==> config.mk <==
export PLATFORM = sky130hd
export DESIGN_NAME = maze_ram_arbiter
export DESIGN_NICKNAME = d
export VERILOG_FILES = /design/src/rtl/maze_pkg.sv /design/src/rtl/maze_rr_arb.sv /design/src/rtl/maze_ram_arbiter.sv
export SDC_FILE = /design/constraint.sdc
export NUM_CORES = 1
export LEC_CHECK = 0
export CAP_MARGIN = 20
export CORE_ASPECT_RATIO = 1.2
export CORE_MARGIN = 1
export CORE_UTILIZATION = 40
export CTS_BUF_LIST = sky130_fd_sc_hd__clkbuf_16
export DETAILED_ROUTE_END_ITERATION = 7
export DONT_BUFFER_PORTS = 1
export PLACE_DENSITY = 0.63
export RECOVER_POWER = 25
export SLEW_MARGIN = 20
export SYNTH_ARGS = -nofsm -noshare
export SYNTH_HDL_FRONTEND = slang
export SYNTH_SLANG_ARGS = --single-unit
==> constraint.sdc <==
create_clock -name clk -period 1.86 [get_ports clk]
set_input_delay 0.093 -clock clk [delete_from_list [all_inputs] [get_ports clk]]
set_output_delay 0.093 -clock clk [all_outputs]
set_load 0.1 [all_outputs]
==> src/rtl/maze_pkg.sv <==
// Shared definitions for the maze cell RAM: cell codes, maze geometry,
// requester IDs and the arbiter FSM state encoding.
package maze_pkg;

    localparam int MAZE_ROWS = 64;
    localparam int MAZE_COLS = 64;
    localparam int ADDR_W    = 12;

    typedef enum logic [1:0] {
        WALL     = 2'b00,
        FRONTIER = 2'b01,
        CARVED   = 2'b10,
        PATH     = 2'b11
    } cell_t;

    localparam logic [1:0] ID_DISP = 2'd0;
    localparam logic [1:0] ID_CARV = 2'd1;
    localparam logic [1:0] ID_PLYR = 2'd2;

    typedef enum logic {
        ST_SERVE = 1'b0,
        ST_CLEAR = 1'b1
    } arb_state_t;

endpackage

==> src/rtl/maze_rr_arb.sv <==
// Two-way round-robin arbiter. Side a is the carver, side b the player.
// The pointer remembers who was served last so the other side wins a tie.
module maze_rr_arb (
    input  logic clk,
    input  logic reset,
    input  logic req_a,
    input  logic req_b,
    input  logic en,
    output logic gnt_a,
    output logic gnt_b
);

    logic prefer_b;

    // Grant decision: tie goes to the side not served most recently
    always_comb begin
        gnt_a = 1'b0;
        gnt_b = 1'b0;
        if (en) begin
            if (req_a && (!req_b || !prefer_b)) begin
                gnt_a = 1'b1;
            end else if (req_b) begin
                gnt_b = 1'b1;
            end
        end
    end

    // Pointer only moves when one of the two sides is actually granted
    always_ff @(posedge clk) begin
        if (reset) begin
            prefer_b <= 1'b0;
        end else if (gnt_a) begin
            prefer_b <= 1'b1;
        end else if (gnt_b) begin
            prefer_b <= 1'b0;
        end
    end

endmodule

==> src/rtl/maze_ram_arbiter.sv <==
// Single-port maze cell RAM arbiter: display (read-only, highest priority),
// carver and player-logic share the RAM; a clear sweep wipes every cell to WALL.
module maze_ram_arbiter #(
    parameter int ADDR_W     = 12,
    parameter int DATA_W     = 2,
    parameter int STARVE_MAX = 8
) (
    input  logic              clk,
    input  logic              reset,
    input  logic              disp_req,
    input  logic [ADDR_W-1:0] disp_addr,
    output logic              disp_gnt,
    input  logic              carv_req,
    input  logic              carv_we,
    input  logic [ADDR_W-1:0] carv_addr,
    input  logic [DATA_W-1:0] carv_wdata,
    output logic              carv_gnt,
    input  logic              plyr_req,
    input  logic              plyr_we,
    input  logic [ADDR_W-1:0] plyr_addr,
    input  logic [DATA_W-1:0] plyr_wdata,
    output logic              plyr_gnt,
    output logic [DATA_W-1:0] rd_data,
    output logic              rd_valid,
    output logic [1:0]        rd_id,
    output logic              ram_en,
    output logic              ram_we,
    output logic [ADDR_W-1:0] ram_addr,
    output logic [DATA_W-1:0] ram_wdata,
    input  logic [DATA_W-1:0] ram_rdata,
    input  logic              clear_start,
    output logic              clear_busy,
    output logic              clear_done
);
    import maze_pkg::*;

    localparam int CNT_W = (STARVE_MAX > 2) ? $clog2(STARVE_MAX) : 1;
    localparam logic [CNT_W-1:0] STARVE_TOP = CNT_W'(STARVE_MAX - 1);

    arb_state_t        state;
    logic [ADDR_W-1:0] clr_addr;
    logic [CNT_W-1:0]  starve_carv;
    logic [CNT_W-1:0]  starve_plyr;
    logic              vld_p1;
    logic [1:0]        id_p1;

    logic serve;
    logic clearing;
    logic carv_urgent;
    logic plyr_urgent;
    logic urgent_any;
    logic disp_win;
    logic rr_en;
    logic rr_req_a;
    logic rr_req_b;
    logic rr_gnt_a;
    logic rr_gnt_b;

    // Starve counter step: hold during the sweep, clear when served or idle,
    // otherwise count up and stick at the override threshold
    function automatic logic [CNT_W-1:0] next_starve(
        input logic             req,
        input logic             gnt,
        input logic             hold,
        input logic [CNT_W-1:0] cnt
    );
        if (hold) begin
            return cnt;
        end
        if (!req || gnt) begin
            return '0;
        end
        if (cnt == STARVE_TOP) begin
            return cnt;
        end
        return cnt + 1'b1;
    endfunction

    // Arbitration: a starved low-priority requester beats display; the
    // round-robin resolves carver vs player among urgent or ordinary requests
    always_comb begin
        serve       = (state == ST_SERVE) && !reset;
        clearing    = (state == ST_CLEAR) && !reset;
        carv_urgent = carv_req && (starve_carv == STARVE_TOP);
        plyr_urgent = plyr_req && (starve_plyr == STARVE_TOP);
        urgent_any  = carv_urgent || plyr_urgent;
        disp_win    = serve && disp_req && !urgent_any;
        rr_en       = serve && !disp_win;
        rr_req_a    = urgent_any ? carv_urgent : carv_req;
        rr_req_b    = urgent_any ? plyr_urgent : plyr_req;
    end

    maze_rr_arb u_rr (
        .clk   (clk),
        .reset (reset),
        .req_a (rr_req_a),
        .req_b (rr_req_b),
        .en    (rr_en),
        .gnt_a (rr_gnt_a),
        .gnt_b (rr_gnt_b)
    );

    // RAM command mux: sweep write, or the granted requester's access
    always_comb begin
        disp_gnt  = disp_win;
        carv_gnt  = rr_gnt_a;
        plyr_gnt  = rr_gnt_b;
        ram_en    = 1'b0;
        ram_we    = 1'b0;
        ram_addr  = '0;
        ram_wdata = '0;
        if (clearing) begin
            ram_en    = 1'b1;
            ram_we    = 1'b1;
            ram_addr  = clr_addr;
            ram_wdata = DATA_W'(WALL);
        end else if (disp_win) begin
            ram_en    = 1'b1;
            ram_addr  = disp_addr;
        end else if (rr_gnt_a) begin
            ram_en    = 1'b1;
            ram_we    = carv_we;
            ram_addr  = carv_addr;
            ram_wdata = carv_wdata;
        end else if (rr_gnt_b) begin
            ram_en    = 1'b1;
            ram_we    = plyr_we;
            ram_addr  = plyr_addr;
            ram_wdata = plyr_wdata;
        end
    end

    // Control FSM: SERVE <-> CLEAR with registered busy/done flags
    always_ff @(posedge clk) begin
        if (reset) begin
            state      <= ST_SERVE;
            clr_addr   <= '0;
            clear_busy <= 1'b0;
            clear_done <= 1'b0;
        end else begin
            clear_done <= 1'b0;
            case (state)
                ST_SERVE: begin
                    if (clear_start) begin
                        state      <= ST_CLEAR;
                        clr_addr   <= '0;
                        clear_busy <= 1'b1;
                    end
                end
                ST_CLEAR: begin
                    if (clr_addr == '1) begin
                        state      <= ST_SERVE;
                        clear_busy <= 1'b0;
                        clear_done <= 1'b1;
                    end else begin
                        clr_addr <= clr_addr + 1'b1;
                    end
                end
                default: state <= ST_SERVE;
            endcase
        end
    end

    // Starve counters for the two low-priority requesters
    always_ff @(posedge clk) begin
        if (reset) begin
            starve_carv <= '0;
            starve_plyr <= '0;
        end else begin
            starve_carv <= next_starve(carv_req, carv_gnt, state == ST_CLEAR, starve_carv);
            starve_plyr <= next_starve(plyr_req, plyr_gnt, state == ST_CLEAR, starve_plyr);
        end
    end

    // Stage p0 -> p1: remember a granted read and who issued it
    always_ff @(posedge clk) begin
        if (reset) begin
            vld_p1 <= 1'b0;
            id_p1  <= ID_DISP;
        end else begin
            vld_p1 <= serve && ram_en && !ram_we;
            if (serve && ram_en && !ram_we) begin
                id_p1 <= disp_win ? ID_DISP : (rr_gnt_a ? ID_CARV : ID_PLYR);
            end
        end
    end

    // Read return is the RAM output tagged with the stored requester ID
    always_comb begin
        rd_valid = vld_p1 && !reset;
        rd_id    = id_p1;
        rd_data  = rd_valid ? ram_rdata : '0;
    end

endmodule
### Word level (Yosys, flattened, before mapping)

Index checks and enable logic that the tools add are counted.

* add/sub/neg operators: 3
* equality and inequality tests: 8
* muxes and demuxes: 66
* bitwise gates (word level): 1
* reduce and logical (&&, ||, !) cells: 27

Operators with widths (number)
* $mux 12: 6
* $mux 1: 38
* $mux 3: 12
* $pmux 12 s2: 1
* $mux 2: 7
* $add 12x1->12 const B: 1
* $eq 12x12->1 const B: 1
* $logic_and 1x1->1: 11
* $logic_not 1->1: 8
* $ne 4x4->1 const B: 2
* $add 3x1->3 const B: 2
* $eq 3x3->1 const B: 2
* $logic_or 1x1->1: 4
* $ne 2x2->1 const B: 2
* $pmux 1 s2: 2
* $reduce_and 2->1: 2
* $ne 2x1->1 const B: 1
* $reduce_bool 2->1: 1
* $reduce_or 2->1: 1
* $not 1->1: 1

* flip-flop bits (word level): 25
* input bits: 50
* output and inout port bits: 26

### Logic depth before layout (Yosys ltp)

Gate-level depths: netlist of the first run.

* depth after elaboration: 19
* mapped depth: 7
* gate-level depth less buffers: 7

### Modules after synthesis

From an unflattened synthesis of the first run, not the netlist that was laid out.

* cells, all modules: 219
* area, all modules: 1686.6 sq um

Modules (own cells, without submodules)
* maze_ram_arbiter: times used 1, cells each 211, area an instance 1631.6 sq um, seq. area each 480.5 sq um
* maze_rr_arb: times used 1, cells each 8, area an instance 55.1 sq um, seq. area each 20.0 sq um

### Worst setup path after synthesis of the first run

Ideal clock, no wire load.

* kind: register to output
* start point: register starve_plyr[0]
* end point: output port ram_addr[10]
* data arrival time: 3.231 ns
* path slack: -1.464 ns
* stages on the path, launching flop included: 8
* buffers on the path: 1
* cell sequence: dfxtp_1 -> ha_1 -> ha_1 -> and3b_1 -> a211oi_4 -> buf_2 -> nand3_1 -> a32oi_1

* longest elaborated chain between the ends: 13
* elaborated cells on any way between the ends: 21
* classes of those cells: eq/ne (1); mux (11); reduce/logical (9)

Ends and longest elaborated chain
* from (decl): RTL line maze_ram_arbiter.sv:43 `logic [CNT_W-1:0] starve_plyr;`
* from (signal assigned): RTL line maze_ram_arbiter.sv:171 `starve_plyr <= next_starve(plyr_req, plyr_gnt, state == ST_CLEAR, starve_plyr);`
* $eq 3x3->1 (*): RTL line maze_ram_arbiter.sv:85 `plyr_urgent = plyr_req && (starve_plyr == STARVE_TOP);`
* $logic_and 1x1->1 (*): RTL line maze_ram_arbiter.sv:85
* $logic_or 1x1->1: RTL line maze_ram_arbiter.sv:86 `urgent_any = carv_urgent || plyr_urgent;`
* $mux 1: RTL line maze_ram_arbiter.sv:90 `rr_req_b = urgent_any ? plyr_urgent : plyr_req;`
* $logic_not 1->1: RTL line maze_rr_arb.sv:20 `if (req_a && (!req_b || !prefer_b)) begin`
* $logic_or 1x1->1: RTL line maze_rr_arb.sv:20
* $logic_and 1x1->1: RTL line maze_rr_arb.sv:20
* $mux 1: RTL line maze_rr_arb.sv:20
* $mux 1: RTL line maze_rr_arb.sv:19 `if (en) begin`
* $mux 12: RTL line maze_ram_arbiter.sv:125 `end else if (rr_gnt_b) begin`
* $mux 12: RTL line maze_ram_arbiter.sv:120 `end else if (rr_gnt_a) begin`
* $mux 12 (*): RTL line maze_ram_arbiter.sv:117 `end else if (disp_win) begin`
* $mux 12 (*): RTL line maze_ram_arbiter.sv:112 `if (clearing) begin`
* to (decl): RTL line maze_ram_arbiter.sv:28 `output logic [ADDR_W-1:0] ram_addr,`

Mark *: on every way between the ends. The rest lies on a longest branch, timed or not.

### Worst setup path after layout of the first run

* start point: register starve_plyr[0]
* end point: output port ram_addr[9]

Same word-level chain as after synthesis.

==> results.md, run 1 <==
- Status: finished, violations left
- Violated checks: setup timing
- GRT Max-Usage Layer: met2
- Worst path max stage delay: 0.34 ns
- Max-cap violation count: 0
- Final min period: 2.31 ns
- Hold WS: 0.00169 ns
- Met3 GRT Util: 2.94%
- Crit path cell chain: ha_4, ha_4, and3b_2, a211oi_4, buf_12, nand3_1, a32oi_4, buf_12
- Core ar.: 4560 um^2
- Met2 Resource Use GR: 45.8%
- Clock Skew: 0.00425 ns
- Met1 GRT Util: 30.9%
- Syn Inst Count: 243
- Startpoint Class: flop
- Worst path slowest cell: dfxtp_2
- Fill count: 371
- Detail Placement HPWL: 4.81 mm
- Number of synthesized flops with an enable pin: 0
- Remaining Overflow, GRT: 0
- Final Worst Setup Slack: -0.455 ns
- Ys async rst share: 0%
- Int Power: 1.15 mW
- WP data arrival: 2.22 ns
- Clock Sinks: 25
- YS warnings: 0
- Rel. slew slack: 23.2%
- CTS buffer count: 3
- Worst skew pair latency: 0.26 ns
- Post-Syn Area: 1900 um^2
- Share of cells above drive strength 1: 39.2%
- DR iter-0 viols: 132
- Worst VDD drop: 0.501 mV
- Slew Limit Fails: 0
- RSZ-0062 raised after global routing: true
- GR Util All Layers: 25.5%
- FMAX: 0.432 GHz
- Register area share after synthesis: 26.4%
- Pwr dens: 606 nW/um^2
- Max FO, Critical Path: 14
- Leak: 1.11 nW
- Hold WC Path Type: in -> reg
- Synth top area cells: dfxtp_1, nand2_1, a32oi_1
- Die extent in x: 64.9 um
- Yosys top cell by area: dfxtp_1
- N_diodes: 0
- Die area: 5030 um^2
- Worst Tran Pin Value: 1.16 ns
- Power share of the clock group: 25.5%
- Global-route wire length before repair: 10.1 mm
- Layout Nets: 342
- Switching Fraction: 39.4%
- Worst path required time: 1.77 ns
- Post-DR vias/cell: 6.16
- Vias: 2118
- Synthesized area per cell: 7.81 um^2
- Clk slew on worst S/H paths: 0.06 ns
- Die Y: 77.5 um
- Clock Tree Root: clkbuf_16
- Initial Util: 41.6%
- Synthesized flop and latch total: 25
- Gpl congestion: 0.859
- Syn nets: 298
- Yosys top cell area share: 26.4%
- Crit path buf inv count: 2
- Largest net degree at the start of global routing: 26
- Combinational share of power: 44.7%
- CTS tree: yes
- Routed WL: 6.40 mm
- H-tree lvl count: 1
- Yosys cell types: 54
- Ports: 76
- Initial antenna violation count: 0
- Switching power: 0.748 mW
- Post-Place Cells: 336
- Drt pass-1 iters: 4
- Crit path kind: reg -> out
- PortBufs: 0
- Crit. End Element: primary output
- Post-synth top flop: dfxtp_1
- DR DRC count: 0
- Final Setup Violations: 18
- Hold Fails Final Rpt: 0
- Commonest non-fill, non-tap cell in the layout: buf_4
- Syn-to-layout area delta: 65.2%
- Vias in the first global route: 2064
- Max Root-Sink Buffers: 2
- Routed Antenna Nets: 0
- Non-Filler Instances: 344
- Seq pwr share: 29.8%
- Final clock period utilization by the worst path: 124%
- Most frequent cells in the layout: buf_4, nand2_1, dfxtp_1, buf_12, nor2_1
- Site Rows: 27
- WL/cell: 18.6 um
- Finished Core Util: 68.8%
- Crit-path leading delay family: compound AO/OA/AOI/OAI gates
[through the flow]
step	setup slack, ns	cell area, um^2	setup TNS (ns)	total power [mW]
after floorplan	-0.386	2320	-4.91	1.16
after global placement	-0.110	2940	-1.27	1.39
after detailed placement	-0.175	2940	-1.91	1.40
after CTS	-0.451	3120	-6.16	1.91
after global routing	-0.512	3140	-7.74	1.96
final	-0.455	3140	-6.17	1.90
[worst register-to-register path, stage by stage (launching register included)]
cell and delay, ns:
dfxtp_2 0.34, ha_4 0.16, ha_4 0.18, and3b_2 0.28
buf_6 0.13, a211oi_4 0.05, buf_4 0.15, o31a_1 0.30
a2111oi_4 0.19
[state kept, by name, indices dropped and copies added, names as in the netlist]
name and flops:
u_rr.prefer_b 1, starve_plyr 3, rd_id 2, clear_done 1
clear_busy 1, state 1, vld_p1 1, clr_addr 12
starve_carv 3
[routing by layer]
| metal | wire length (um) | vias to the layer above |
|---|---|---|
| met5 | 0 | - |
| li1 | - | 1024 |
| met2 | 3340 | 64 |
| met3 | 323 | 10 |
| met1 | 2620 | 1020 |
| met4 | 116 | 0 |
[synthesized netlist by cell type (2+ instances only)]
cell and instances:
and2_1 5, a211oi_1 3, nor2_1 17, nand3_1 17, inv_1 7, a2111oi_2 2, o21a_1 3, o21ai_1 5
mux2i_1 4, o2bb2ai_1 11, and3b_1 2, a22o_1 5, nand4_1 7, nand2_1 28, o21ai_0 5, nor3_1 3
o31ai_1 2, clkbuf_1 11, or2_1 3, and4_1 4, nand2b_1 6, a32oi_1 12, buf_2 3, a21oi_1 15
dfxtp_1 25, ha_1 5, and3_1 6
[kinds of logic (layout without fill, tap and decap cells)]
group | Yosys count | in the layout | synth area share, %
AND/OR/NAND/NOR | 102 | 102 | 27.3
buffers and inverters | 24 | 67 | 5.34
adder cells (fa/ha/maj) | 5 | 5 | 3.30
multiplexers | 5 | 5 | 2.70
AO/OA/AOI/OAI | 82 | 82 | 35.0
flip-flops | 25 | 25 | 26.4
[timing repair]
action | 4_1_cts | 5_1_grt
hold buffers | 1 | 0
endpoints found under the hold margin | 8 | 0
setup endpoints to repair | 21 | 25
gates resized for setup | 16 | 7
setup buffers | 3 | 2
pin swaps | 9 | 3
[power by group through the flow]
stage / clock [mW] / sequential (mW) / combinational [mW]
2_1_floorplan: 0 / 0.609 / 0.550
3_3_place_gp: 0 / 0.576 / 0.812
3_5_place_dp: 0 / 0.577 / 0.823
4_1_cts: 0.497 / 0.565 / 0.846
5_1_grt: 0.516 / 0.568 / 0.881
6_report: 0.485 / 0.566 / 0.850
[final timing paths]
path,startpoint,to,slack (ns),cells after the start
hold reg to reg,clear_busy,clear_busy,0.49,2
setup / recovery,starve_plyr[0],ram_addr[9],-0.45,8
setup reg to reg,starve_plyr[0],rd_id[1],-0.02,8
hold / removal,clear_start,clear_busy,0.002,2
[layout make-up]
type                    instances  area [um^2]  share of cell area, %
clock buffers                   3         75.1                   2.39
clock inverters                 1         7.51                  0.239
inverters                       8         32.5                   1.04
multi-input cells             194         1770                   56.4
flip-flops and latches         25          505                   16.1
well taps                      58         72.6                   2.31
repair buffers                 55          673                   21.5
No activity file was read; power rests on OpenSTA's default activity.
==> run 2, diff against run 1 <==
- RECOVER_POWER: 25 -> default
==> run 2 against run 1 <==
Net effect:
- the flow still finishes with violations (setup timing)
- hold slack hardly changed
- utilization grew 0.63 points
- sequential cell count stayed put
- first-iteration DRC count is 9.1% lower
- clock-buffer cell count did not move
- combinational power grew 0.7%
- setup slack got worse by 0.0023 ns
- total power rose by 0.39%
- via count increased by 0.57%
==> results.md, run 2 (same netlist as run 1, synthesis figures left out) <==
- RSZ-0062 raised after global routing: true
- Hold WS: 0.00188 ns (+0.000193 ns)
- Max Root-Sink Buffers: 2 (unchanged)
- Largest registers: clr_addr x12, starve_carv x3, starve_plyr x3
- GR Util All Layers: 25.5% (unchanged)
- Slew Limit Fails: 0 (unchanged)
- Worst path slowest cell: dfxtp_2
- Detail Placement HPWL: 4.81 mm (unchanged)
- N_diodes: 0 (unchanged)
- Syn-to-layout area delta: 66.7%
- Rel. slew slack: 55.0% (+32 points)
- DR iter-0 viols: 120 (-9.1%)
- Die extent in x: 64.9 um (unchanged)
- CTS tree: yes
- Worst skew pair latency: 0.26 ns (about the same)
- Most frequent cells in the layout: buf_4, nand2_1, buf_12
- Top reg by flops: clr_addr
- Core ar.: 4560 um^2 (unchanged)
- DR DRC count: 0 (unchanged)
- CTS buffer count: 3 (unchanged)
- Startpoint Class: flop
- Clock Tree Root: clkbuf_16
- Layout Nets: 342 (unchanged)
- Final min period: 2.32 ns (+0.00226 ns)
- Worst path required time: 1.77 ns (about the same)
- Crit path kind: reg -> out
- Worst VDD drop: 0.503 mV (+0.32%)
- Worst path max stage delay: 0.34 ns (about the same)
- Vias in the first global route: 2064 (unchanged)
- Clk slew on worst S/H paths: 0.06 ns (about the same)
- Metal2 WL: 3.34 mm (about the same)
- FMAX: 0.432 GHz (about the same)
- Violated checks: setup timing
- WP data arrival: 2.22 ns (about the same)
- Max-cap violation count: 0 (unchanged)
- Max FO, Critical Path: 14 (unchanged)
- Site Rows: 27 (unchanged)
- WL met3: 357 um (+11%)
- Crit path buf inv count: 2 (unchanged)
- Hold Fails Final Rpt: 0 (unchanged)
- Crit. End Element: primary output
- Drt pass-1 iters: 4 (unchanged)
- Global-route wire length before repair: 10.1 mm (unchanged)
- Routed Antenna Nets: 0 (unchanged)
- Worst Tran Pin Value: 0.670 ns (-0.487 ns)
- Setup TNS: -6.20 ns (-0.0285 ns)
- Pwr dens: 603 nW/um^2 (-0.53%)
- Share of cells above drive strength 1: 39.5% (+0.35 points)
- Initial antenna violation count: 0 (unchanged)
- Clock Sinks: 25 (unchanged)
- Initial Util: 41.6% (unchanged)
- Clock Skew: 0.00426 ns (+0.00000914 ns)
- Commonest non-fill, non-tap cell in the layout: buf_4
- Final Setup Violations: 18 (unchanged)
- Routed WL: 6.42 mm (+0.28%)
- Max reg flops: 12 (unchanged)
- Vias: 2130 (+0.57%)
- M1 WL: 2.60 mm (-0.72%)
- WL/cell: 18.7 um (+0.28%)
- H-tree lvl count: 1 (unchanged)
- Remaining Overflow, GRT: 0 (unchanged)
- Hold WC Path Type: in -> reg
- Die Y: 77.5 um (unchanged)
- Leak: 1.12 nW (+0.98%)
- Ports: 76 (unchanged)
- Status: finished, violations left
- Die area: 5030 um^2 (unchanged)
- PortBufs: 0 (unchanged)
- Crit path cell chain: ha_4, ha_4, and3b_2, a211oi_4, buf_12, nand3_1, a32oi_4, buf_12
- Uppermost layer routed: met4
- Largest net degree at the start of global routing: 26 (unchanged)
- Post-DR vias/cell: 6.19 (+0.57%)
- Crit-path leading delay family: compound AO/OA/AOI/OAI gates
- Final Worst Setup Slack: -0.457 ns (-0.00226 ns)
- Gpl congestion: 0.859 (unchanged)
- Final clock period utilization by the worst path: 125% (about the same)
-- run 2: changes by cell type in the layout (fill, tap and decap cells not counted) --
cell      delta
buf_4        +5
clkbuf_2     -5
buf_12       +1
clkbuf_1     -1
-- run 2: worst reg2reg max path: stages, from the launching register on --
cell	delay, ns
dfxtp_2	0.34
ha_4	0.16
ha_4	0.18
and3b_2	0.28
buf_6	0.13
a211oi_4	0.05
buf_4	0.15
o31a_1	0.30
a2111oi_4	0.19
-- run 2: cell type report --
type	instances	area, um^2
Clock buffer	3	75.1
Clock inverter	1	7.51
Fill cell	370	1400
Inverter	8	32.5
Multi-Input combinational cell	194	1770
Sequential cell	25	505
Tap cell	58	72.6
Timing Repair Buffer	55	702
-- run 2: worst paths after layout --
kind	endpoint	slack, ns	start	cells past startpoint
worst min register to register	clear_busy	0.49	clear_busy	2
worst max register to register	rd_id[1]	-0.02	starve_plyr[0]	8
worst min-delay path	clear_busy	0.002	clear_start	2
worst max-delay path	ram_addr[9]	-0.46	starve_plyr[0]	8
-- run 2: report_power, final --
part / total [mW] / switching [mW] / internal, mW
registers: 0.566 / 0.0127 / 0.553
clock network: 0.485 / 0.193 / 0.292
logic: 0.856 / 0.544 / 0.313
total: 1.91 / 0.750 / 1.16
-- run 2: routing by layer --
metal  track usage, %  up-vias
li1                 -     1025
met1             30.9     1026
met2             45.8       69
met3             2.94       10
met4             8.22        0
met5                0        -
-- run 2: stage by stage --
step	total power, mW	setup slack [ns]	std cells	cell area (um^2)	utilization, %
finish	1.91	-0.457	344	3160	69.4
global route	1.97	-0.512	344	3160	69.4
CTS	1.91	-0.451	343	3120	68.3
detailed placement	1.40	-0.175	336	2940	64.4
global placement	1.39	-0.110	336	2940	64.4
floorplan	1.16	-0.386	243	2320	-
-- run 2: what timing repair did --
item / CTS / global route
pin swaps: 9 / 3
hold buffers: 1 / 0
setup endpoints to repair: 21 / 25
setup buffers: 3 / 2
hold endpoints to repair: 8 / 0
gates resized for setup: 16 / 7
